`src/rtl/user_id_serializer.sv`:
```
// Hardwired user ID words with a bit-serial valid/ready readout engine; word 0 also drives mask_rev.
// Optional macro USER_ID_OVERRIDE_EN adds a lockable runtime override of word 0.
module user_id_serializer #(
    parameter int                          WIDTH     = 32,
    parameter int                          NUM_WORDS = 2,
    parameter logic [WIDTH*NUM_WORDS-1:0]  ID_VALUE  = {WIDTH*NUM_WORDS{1'b0}},
    parameter bit                          MSB_FIRST = 1'b1,
    parameter int                          IDXW      = (NUM_WORDS > 1) ? $clog2(NUM_WORDS) : 1
) (
    input  logic             wb_clk_i,
    input  logic             wb_rstn_i,
`ifdef USER_ID_OVERRIDE_EN
    input  logic [WIDTH-1:0] ovr_wdata,
    input  logic             ovr_we,
    input  logic             ovr_lock,
`endif
    output logic [WIDTH-1:0] mask_rev,
    input  logic             rd_req,
    input  logic [IDXW-1:0]  rd_idx,
    output logic             rd_busy,
    output logic             sdo,
    output logic             sdo_valid,
    input  logic             sdo_ready,
    output logic             rd_done,
    output logic             rd_err,
    output logic [1:0]       dbg_state
);

    localparam int CW = $clog2(WIDTH);

    typedef enum logic [1:0] {
        S_IDLE  = 2'd0,
        S_SHIFT = 2'd1,
        S_DONE  = 2'd2
    } state_t;

    state_t           state, state_nxt;
    logic [WIDTH-1:0] sr, sr_nxt;
    logic [CW-1:0]    cnt, cnt_nxt;
    logic             err_q, err_nxt;
    logic [WIDTH-1:0] word0;
    logic [WIDTH-1:0] load_word;
    logic [31:0]      idx_ext;
    logic             idx_ok;

`ifdef USER_ID_OVERRIDE_EN
    logic [WIDTH-1:0] ovr_reg;
    logic             ovr_valid;
    logic             locked;

    // A write in the same cycle as lock still lands; lock only blocks later writes.
    always_ff @(posedge wb_clk_i or negedge wb_rstn_i) begin
        if (!wb_rstn_i) begin
            ovr_reg   <= '0;
            ovr_valid <= 1'b0;
            locked    <= 1'b0;
        end else begin
            if (ovr_we && !locked) begin
                ovr_reg   <= ovr_wdata;
                ovr_valid <= 1'b1;
            end
            if (ovr_lock) begin
                locked <= 1'b1;
            end
        end
    end

    assign word0 = ovr_valid ? ovr_reg : ID_VALUE[WIDTH-1:0];
`else
    assign word0 = ID_VALUE[WIDTH-1:0];
`endif

    assign mask_rev = word0;

    assign idx_ext = 32'(rd_idx);
    assign idx_ok  = (idx_ext < 32'(NUM_WORDS));

    always_comb begin
        load_word = word0;
        for (int i = 1; i < NUM_WORDS; i++) begin
            if (idx_ext == 32'(i)) begin
                load_word = ID_VALUE[i*WIDTH +: WIDTH];
            end
        end
    end

    always_ff @(posedge wb_clk_i or negedge wb_rstn_i) begin
        if (!wb_rstn_i) begin
            state <= S_IDLE;
            sr    <= '0;
            cnt   <= '0;
            err_q <= 1'b0;
        end else begin
            state <= state_nxt;
            sr    <= sr_nxt;
            cnt   <= cnt_nxt;
            err_q <= err_nxt;
        end
    end

    always_comb begin
        state_nxt = state;
        sr_nxt    = sr;
        cnt_nxt   = cnt;
        err_nxt   = 1'b0;
        case (state)
            S_IDLE: begin
                if (rd_req) begin
                    if (idx_ok) begin
                        sr_nxt    = load_word;
                        cnt_nxt   = CW'(WIDTH - 1);
                        state_nxt = S_SHIFT;
                    end else begin
                        err_nxt = 1'b1;
                    end
                end
            end
            S_SHIFT: begin
                // sdo_valid is always high here, so ready alone completes the handshake.
                if (sdo_ready) begin
                    sr_nxt = MSB_FIRST ? {sr[WIDTH-2:0], 1'b0} : {1'b0, sr[WIDTH-1:1]};
                    if (cnt == '0) begin
                        state_nxt = S_DONE;
                    end else begin
                        cnt_nxt = cnt - 1'b1;
                    end
                end
            end
            S_DONE: begin
                state_nxt = S_IDLE;
            end
            default: begin
                state_nxt = S_IDLE;
            end
        endcase
    end

    assign sdo_valid = (state == S_SHIFT);
    assign sdo       = sdo_valid & (MSB_FIRST ? sr[WIDTH-1] : sr[0]);
    assign rd_busy   = (state != S_IDLE);
    assign rd_done   = (state == S_DONE);
    assign rd_err    = err_q;
    assign dbg_state = state;

endmodule

```
`config.mk`:
```
export PLATFORM = sky130hd
export DESIGN_NAME = user_id_serializer
export DESIGN_NICKNAME = d
export VERILOG_FILES = /design/src/rtl/user_id_serializer.sv
export SDC_FILE = /design/constraint.sdc
export NUM_CORES = 1
export LEC_CHECK = 0
export BUFFER_PORTS_ARGS = -buffer_cell sky130_fd_sc_hd__buf_2
export CORE_UTILIZATION = 40
export DETAILED_ROUTE_END_ITERATION = 8
export PLACE_DENSITY = 0.78
export SLEW_MARGIN = 20
export SYNTH_ARGS = -nofsm -noshare
export SYNTH_HDL_FRONTEND = slang
export SYNTH_SLANG_ARGS = --single-unit
export TNS_END_PERCENT = 1
```
`constraint.sdc`:
```
create_clock -name wb_clk_i -period 3.3 [get_ports wb_clk_i]
set_input_delay 0 -clock wb_clk_i [delete_from_list [all_inputs] [get_ports wb_clk_i]]
set_output_delay 0 -clock wb_clk_i [all_outputs]
set_load 0.01 [all_outputs]
```
==> results.txt, run 1 <==
The run finished with clean final reports. The clock tree from TritonCTS is yes. The worst-case vdd ir drop is 204 uV. The nature of the critical path endpoint is a flop.

The starting DRC count in detailed routing came out at 9. The most common library cell in the layout ignoring fill and taps is conb_1. The final core utilization is 44.5%. The number of antenna cells inserted is 0. The post-route fraction of the period consumed by the critical path is 48.4%.

The clock input transition at the sequential cells of the worst setup and hold paths came out at 50 ps. The number of placement rows came out at 13. Ranked by total cell area, the synthesized netlist is headed by buf_4 40%, dfrtp_1 28%, a211oi_4 3.2%, inv_1 2.4%, nor2_1 2.4%. In this run the worst path has a maximum fanout of 7. The via count of the first global-routing pass came to 315. The final-layout worst hold slack is 114 ps. Setup repair after global routing left no endpoint under its margin. Of all flip-flops after synthesis, the portion carrying an async set or reset was 100%. Wires add up to 886 microns. The count of nets after finishing is 92. The final setup violation count is 0.

The finished layout cell area is 616 sq um. The clock tree skew after final layout came out at 6.76 ps. The worst setup path is launched from a flop. The count of input and output buffers came out at 8. For this run, design rule violations remaining after detail routing come to 0. The post-route minimum period came out at 1600 ps. The total via count in the routed design is 397. The data arrival time at the worst-slack endpoint came out at 1720 ps. Of the cells placed in the final design, the portion with a size suffix greater than 1 is 17.6%. The placement-stage cell area came out at 559 sq um. The post-synthesis area per instance came out at 8.90 sq um. The initial antenna violation count came out at 0. The die is 41.7 microns wide. The instance count of the mapped netlist is 71.

CTS built an H-tree with a depth of 1. The first detailed-routing pass took 4 iterations. The final-report max-slew violation count came to 0. The post-detailed-route via-to-cell ratio is 3.97. The filler cells instantiated in the layout total 141. The multi-input combinational cell area is 310 sq um.

The TritonCTS buffer count came out at 3. The post-route setup TNS is 0 ps. The register bit total from synthesis came out at 7. The effective utilization at floorplan is 45.7%. The tree is rooted in a clkbuf_4.

During synthesis, Yosys emitted a total of 0 warnings. The top cell types in the final layout, fill and taps aside, are 34 x conb_1, 8 x buf_2, 7 x dfrtp_1. Global routing finished with a remaining overflow of 0. The tightest min-delay check is of the input pin to asynchronous set/reset pin type. The standby leakage power came out at 0.000346 uW. The total routing usage reported by global routing came out at 10.7%. The wire length per cell came out at 8.86 microns.

The number of different library cells in the post-synthesis netlist is 23. Across the whole layout, storage elements account for 175 sq um. Dividing total power by cell area gives a power density of 495 mW/mm^2. For this design the top-level I/O count stands at 44. The HPWL reported at the end of detailed placement is 681 microns.

Entering global routing, the biggest net connects 8 pins. For the worst-skew pair, the clock arrives at the later sink with an insertion delay of 250 ps. The global-route wire length before repair came out at 1340 microns. The buffer depth of the longest clock path came out at 2.

The upper clock frequency limit is 626 MHz. The number of hold violations in the final report is 0. The count of flip-flops with a built-in enable after synthesis came out at 0.

In this run the biggest area consumer among cell types represents 40.4% of the synthesized area. The worst reg-to-reg path cell count came out at 6. The proportion of synthesized chip area in sequential cells came out at 27.7%. The number of violations of the max-capacitance limit came out at 0. The cell area after technology mapping came out at 632 sq um. The global placer's final weighted congestion came out at 0.739. The worst setup path is of the flop to flop kind.

The area enclosed by the die boundary is 0.00174 sq mm. In this run the remaining antenna-violating nets after routing total 0. The post-synthesis to final-layout area growth came out at -2.57%. Counting every sink on the clock net gives 7. Among all flip-flop cells after synthesis, the most frequent one is dfrtp_1. After floorplanning, the core was sized to cover 0.00138 sq mm. The vertical extent of the die is 41.7 microns. The data required time of the critical path came out at 3420 ps.

buf_4 takes more of the synthesized area than any other cell.
-- state kept, by name, indices dropped and copies added, names as in the netlist --
name,flops
dbg_state,2
cnt,5
-- what timing repair did --
| action | in CTS | in global routing |
|---|---|---|
| setup buffers | 0 | 0 |
| endpoints found under the hold margin | 9 | 0 |
| resized for setup | 0 | 0 |
| hold buffers | 3 | 0 |
-- logic make-up after synthesis --
logic type | share of synthesized area [%]
compound gates | 10.9
fa+ha+maj | 1.98
buf+inv | 42.8
other cells | 0.593
simple gates | 14.5
flops | 27.7
mux | 1.58
-- worst max-delay path, stage by stage, from the launching register on --
cell and delay [ps]:
dfrtp_1 380, inv_1 60, ha_1 220, nor3b_2 190, a211oi_4 340, and2_1 200, a31oi_1 80
-- Yosys cell counts, types with 2 or more instances --
library cell   n
buf_4         34
nor2_1         4
a31oi_1        2
nand2b_1       2
a21oi_1        2
dfrtp_1        7
inv_1          4
-- power breakdown --
group          switching [uW]  leakage, uW  internal [uW]
sequential               24.8    0.0000752            110
combinational            53.7     0.000256           38.6
clock                    31.8    0.0000150           46.2
total                     110     0.000346            194
-- area by class of cell --
cell class	instances	area share [%]
Multi-Input combinational cell	59	50.4
Sequential cell	7	28.5
Timing Repair Buffer	11	11.4
Clock buffer	4	4.27
Tap cell	15	3.05
Inverter	4	2.44
-- through the flow --
stage	setup WS [ps]	power, uW	instances
2_1_floorplan	1870	233	104
3_3_place_gp	1750	220	93
3_5_place_dp	1710	226	93
4_1_cts	1690	309	100
5_1_grt	1600	333	100
6_report	1700	305	100
-- worst paths after layout --
| check | slack, ps | startpoint | endpoint |
|---|---|---|---|
| max | 1700 | cnt[0] | cnt[3] |
| min | 110 | wb_rstn_i | dbg_state[0] |
| max reg2reg | 1700 | cnt[0] | cnt[3] |
| min reg2reg | 490 | cnt[0] | cnt[0] |
| max in group asynchronous | 3020 | wb_rstn_i | cnt[3] |
| min in group wb_clk_i | 490 | sdo_ready | dbg_state[0] |
-- metal layers --
metal | share of wire [%] | vias to the layer above | track usage [%]
met5 | 0 | - | 0
met4 | 0 | 0 | 1.94
met3 | 12 | 0 | 7.83
met2 | 49 | 30 | 17.2
met1 | 39 | 177 | 11.5
li1 | - | 190 | -
Note: power is estimated with default switching activity, not from simulation.
==> run 2: changes to the inputs <==
- clock period: 3.3 -> 1.6 ns (I/O delays scaled with it)
==> run 2 against run 1 <==
Non-clock buffer count rose by 2. Fmax rose by 5.6%. Critical path depth did not move. Setup slack got worse by 1600 ps. Highest routed layer unchanged. Clock power rose by 110%. Largest cell class unchanged. Worst hold slack improved by 4.2 ps.
==> results.txt, run 2 (same netlist as run 1, synthesis figures left out) <==
The placeable core region is 0.00138 sq mm. The overflow left after global routing came out at 0. The areal power density over the cells is 1040 mW/mm^2. The final setup violation count is 0. The most common library cell in the layout ignoring fill and taps is conb_1. The total routing usage reported by global routing is 11.5%.

Summed over all layers, the routed wires come to 906 microns. The number of hold violations in the final report came to 0. Dividing the detail-routed wire length by the instance count gives 8.88 microns. The HPWL reported at the end of detailed placement came out at 704 microns. Across the run, the number of max-cap violations was 0. The share of final-layout standard cells stronger than drive strength 1 is 21.8%. The maximum fanout along the worst path came out at 6.

Net switching is 36.6% of the power. The post-detailed-route count of antenna-violating nets came out at 0. The first detailed-routing pass took 2 iterations. The post-route fraction of the period consumed by the critical path came out at 94.6%. The pin count of the biggest net entering global routing is 8. The clock tree from TritonCTS is yes. The effective utilization at floorplan came out at 45.7%. The buffer depth of the longest clock path is 2. Clock tree synthesis selected as its root buffer the cell clkbuf_4. The TritonCTS buffer count is 3.

The share of total power dissipated in sequential elements is 42.2%. The number of flip-flops under the largest register name came out at 5. Row generation in the floorplan step produced 13 rows. STA puts the critical path data arrival time at 1640 ps. In this run the number of H-tree levels came out at 1.

The standby leakage power is 0.000365 uW. The clock insertion delay at the later pin of the skew report is 250 ps. In the layout the commonest cells are 34 x conb_1, 8 x buf_2, 7 x dfrtp_1.

The worst setup path is of the flop to flop kind. The upper clock frequency limit is 660 MHz. The die is 41.7 microns wide.

The post-place setup slack came out at 68.8 ps. The data required time of the critical path came out at 1720 ps. The final core utilization came out at 46.4%.

The flow ran to the end, and the final reports show no timing, DRC or antenna violations. The vertical extent of the die came out at 41.7 microns. The clock tree skew after final layout is 1.31 ps.

The post-synthesis to final-layout area growth came out at 1.58%. The final-report max-slew violation count is 0. Using the TritonRoute via totals, the vias-per-cell ratio works out to 3.94. Routability-driven placement finished with a final weighted congestion of 0.735. The path category of the worst min-delay check is input pin to asynchronous set/reset pin. The worst path meets setup with 85.7 ps of slack. The worst-case vdd ir drop is 411 uV. Per report_power, the clock group accounts for 24.1% of the total. The number of antenna cells inserted came out at 0. The number of top-level pins came out at 44. The power dissipated by switching net loads came out at 245 uW. The clock input transition at the sequential cells of the worst setup and hold paths came out at 50 ps.

The initial antenna violation count is 0. The count of input and output buffers is 8. The fraction of power consumed by combinational cells is 33.7%.

The area enclosed by the die boundary is 0.00174 sq mm. STA classifies the critical path endpoint as a flop. The first global-routing pass estimated 1440 microns of wire. In the final design database the tool counted 94 nets. The startpoint class of the critical path is a flop. In the routed design, unresolved DRC markers number 0. The final-layout worst hold slack came out at 118 ps. The via count of the first global-routing pass is 351. The post-route minimum period is 1510 ps. The register with the most flip-flops in the final layout is cnt. The total via count in the routed design came out at 402. Counting every sink on the clock net gives 7.

The cell-internal power is 425 uW. The filler cells instantiated in the layout total 148. The starting DRC count in detailed routing came out at 1.
## run 2: changes by cell type in the layout (fill, tap and decap cells not counted)
| cell | delta |
|---|---|
| nor3b_2 | -1 |
| and2_1 | -1 |
| nor3b_4 | +1 |
| and2_4 | +1 |
| ha_2 | +1 |
| ha_1 | -1 |
| buf_4 | +2 |
## run 2: stage by stage
step                total power (uW)  setup TNS, ps  std cells  cell area [sq um]
floorplan                        481              0        104                756
global placement                 469              0         94                567
detailed placement               483              0         94                567
CTS                              660              0        101                623
global route                     739          -3.14        102                642
finish                           670              0        102                642
## run 2: final cells by class
| class | count | area, sq um | share of cell area [%] |
|---|---|---|---|
| timing repair buffer | 13 | 85.1 | 13.3 |
| inverter | 4 | 15.0 | 2.34 |
| tap | 15 | 18.8 | 2.92 |
| sequential | 7 | 175 | 27.3 |
| multi-input combinational | 59 | 322 | 50.1 |
| clock buffer | 4 | 26.3 | 4.09 |
## run 2: worst max-delay path, stage by stage, from the launching register on
cell	delay, ps
dfrtp_1	370
inv_1	50
ha_2	180
nor3b_4	160
a211oi_4	340
and2_4	200
a31oi_1	80
## run 2: final timing paths
| kind | from | to | slack [ps] | cells past startpoint |
|---|---|---|---|---|
| hold reg to reg | cnt[4] | cnt[4] | 530 | 1 |
| setup reg to reg | cnt[1] | cnt[3] | 90 | 6 |
| max in group asynchronous | wb_rstn_i | cnt[0] | 1320 | 2 |
| hold / removal | wb_rstn_i | dbg_state[0] | 120 | 2 |
| min in group wb_clk_i | sdo_ready | dbg_state[0] | 500 | 3 |
| setup / recovery | cnt[1] | cnt[3] | 90 | 6 |
## run 2: metal layers
layer	track usage [%]	part of all wire, %	vias up
met5	0	0	-
met1	12.0	39	183
met2	18.1	53	24
li1	-	-	195
met4	7.74	0	0
met3	5.65	7.9	0
## run 2: what timing repair did
action | CTS | global route
hold endpoints to repair | 9 | 0
setup buffers | 0 | 1
setup endpoints to repair | 0 | 3
hold buffers | 3 | 0
gates resized for setup | 0 | 3
## run 2: power groups by stage
stage	Combinational [uW]	Sequential [uW]	Clock (uW)
after global placement	196	273	0
after CTS	211	275	174
after global routing	258	289	192
final	226	283	162
after floorplan	210	271	0
after detailed placement	205	278	0
==> run 3: changes to the inputs <==
- CORE_UTILIZATION: 40 -> 36
- PLACE_DENSITY: 0.78 -> 0.74
- SLEW_MARGIN: 20 -> 5
- clock period: 1.6 -> 1.35 ns (I/O delays scaled with it)
==> run 3 against run 2 <==
The run now ends with setup timing left. Register-to-register slack worse by 180 ps. Cell count up 5.9%. Clock-buffer cell count is the same. Combinational power rose by 58%. Global-route usage down 0.11 points. Non-clock buffer count is 5 higher. Largest cell class unchanged.
==> results.txt, run 3 (same netlist as run 1, synthesis figures left out) <==
The remaining routing DRC violations came out at 0. After the flow finishes, the layout carries non-filler instances totaling 108. The routed wire length came out at 942 microns. The most common library cell in the layout ignoring fill and taps is conb_1. The number of H-tree branching levels came out at 1.

The data required time of the critical path is 1480 ps. The worst setup path is launched from a flop. The final-report max-slew violation count came out at 0. In this run the worst path has a maximum fanout of 7. The wire length per cell is 8.72 microns. The via count of the first global-routing pass is 359. The path category of the worst min-delay check is input pin to asynchronous set/reset pin. The worst setup path is captured at a flop. The count of nets after finishing came out at 99.

The number of violations of the max-capacitance limit came out at 0. The post-route netlist has 26.1% of its cells at a drive strength greater than 1. The area enclosed by the die boundary is 0.00193 sq mm. The pin count of the biggest net entering global routing came out at 8.

Setup repair after global routing could not meet its margin everywhere. The worst register-to-register path begins at cnt[0]. The count of input and output buffers is 8. After detailed placement, the total cell area comes to 614 sq um. The end of the worst register-to-register path is cnt[3].

The cell total after placement came out at 100. The data arrival time at the worst-slack endpoint is 1580 ps. The area taken by flip-flops and latches came out at 175 sq um. The total via count in the routed design came out at 428. Leaving out fill and tap cells, the most frequent cells in the layout are 34 x conb_1, 8 x buf_2, 7 x dfrtp_1, 7 x buf_4.

The layout has 165 filler cells. The total overflow left after global routing is 0. The buffer depth of the longest clock path is 2. The register with the most flip-flops in the final layout is cnt. The worst setup path is of the flop to flop kind. The TritonCTS buffer count came out at 3.

The destination of the critical timing path is cnt[3]. The initial utilization of the core area, before any placement, comes to 40.1%. The checks that failed: setup timing. The post-detailed-route via-to-cell ratio came out at 3.96. The multi-input combinational cell area came out at 322 sq um.

The clock input transition at the sequential cells of the worst setup and hold paths is 60 ps. Hold is met by 103 ps. The clock tree skew after final layout is 6.10 ps. The initial antenna violation count came to 0. 0 antenna diodes ended up in the layout.

The post-detailed-route count of antenna-violating nets came out at 0. Across all register-to-register paths, the minimum setup slack is -90 ps. The post-synthesis to final-layout area growth came out at 7.72%. The post-route minimum period is 1440 ps. The worst reg-to-reg path cell count came out at 6. The areal power density over the cells is 1280 mW/mm^2.

The first detailed-routing pass took 6 iterations. The worst-case setup margin in the final layout came out at -94.7 ps. The HPWL reported at the end of detailed placement came out at 720 microns. The total routing usage reported by global routing came out at 11.4%.

The global placer's final weighted congestion came out at 0.832. The upper clock frequency limit is 692 MHz. 44 I/O pins were placed. The clock insertion delay at the later pin of the skew report is 260 ps.

The finished layout cell area came out at 681 sq um. The starting DRC count in detailed routing is 10. The run finished, with violations left.

The global-route wire length before repair came out at 1470 microns. The clock tree root buffer cell is clkbuf_4. Setup violations remaining at the end of the flow were counted as 4. The post-route fraction of the period consumed by the critical path came out at 107%.

The number of hold violations in the final report came out at 0. The vertical extent of the die came out at 43.9 microns. The standby leakage power is 0.000389 uW. The region available for standard cell placement spans 0.00158 sq mm. The CTS sink count is 7. The number of flip-flops under the largest register name came out at 5. TritonCTS built the clock tree. The die is 43.9 microns wide. The floorplan has 14 rows. The worst-case vdd ir drop is 588 uV.

The critical path startpoint is cnt[0].
## run 3: cell count changes in the layout (fill, tap and decap cells not counted)
| cell | delta |
|---|---|
| buf_4 | +5 |
## run 3: area by class of cell
cell class	count	area share [%]
multi-input cells	59	47.2
flip-flops and latches	7	25.7
repair buffers	18	18.0
clock buffers	4	3.86
well taps	16	2.94
inverters	4	2.21
## run 3: power breakdown
part | total [uW] | switching, uW | internal (uW)
logic | 358 | 178 | 180
registers | 315 | 47.8 | 268
clock network | 195 | 81.9 | 113
total | 869 | 308 | 561
## run 3: worst max-delay path, cell delays in order (launching register included)
cell and delay [ps]:
dfrtp_1 350, inv_1 50, ha_2 170, nor3b_4 160
a211oi_4 340, and2_4 200, a31oi_1 60
## run 3: how the worst min path moves through the flow
stage,from,to,slack [ps],cells past startpoint
after floorplan,wb_rstn_i,cnt[0],-300,0
after global placement,wb_rstn_i,cnt[4],-160,1
after detailed placement,wb_rstn_i,dbg_state[1],-160,1
after CTS,wb_rstn_i,dbg_state[1],100,2
after global routing,wb_rstn_i,cnt[4],110,2
final,wb_rstn_i,dbg_state[1],100,2
## run 3: layer usage
metal,global-route usage [%],vias up,share of wire [%]
met1,11.3,193,40
met4,5.45,0,1.3
li1,-,206,-
met2,18.5,27,49
met3,7.50,2,9.3
met5,0,-,0
## run 3: repair_timing
| item | CTS | global route |
|---|---|---|
| hold endpoints to repair | 9 | 0 |
| pin swaps | 2 | 0 |
| gates resized for setup | 1 | 0 |
| hold buffers | 3 | 0 |
| setup buffers | 1 | 0 |
| setup endpoints to repair | 4 | 6 |
## run 3: through the flow
step	TNS [ps]	setup WS, ps	power [uW]	util [%]
after detailed placement	-285	-110	651	39.0
final	-261	-94.7	869	43.2
after global placement	-171	-72.3	633	39.0
after floorplan	-131	-54.6	586	-
after global routing	-823	-209	944	43.2
after CTS	-232	-86.8	881	43.2
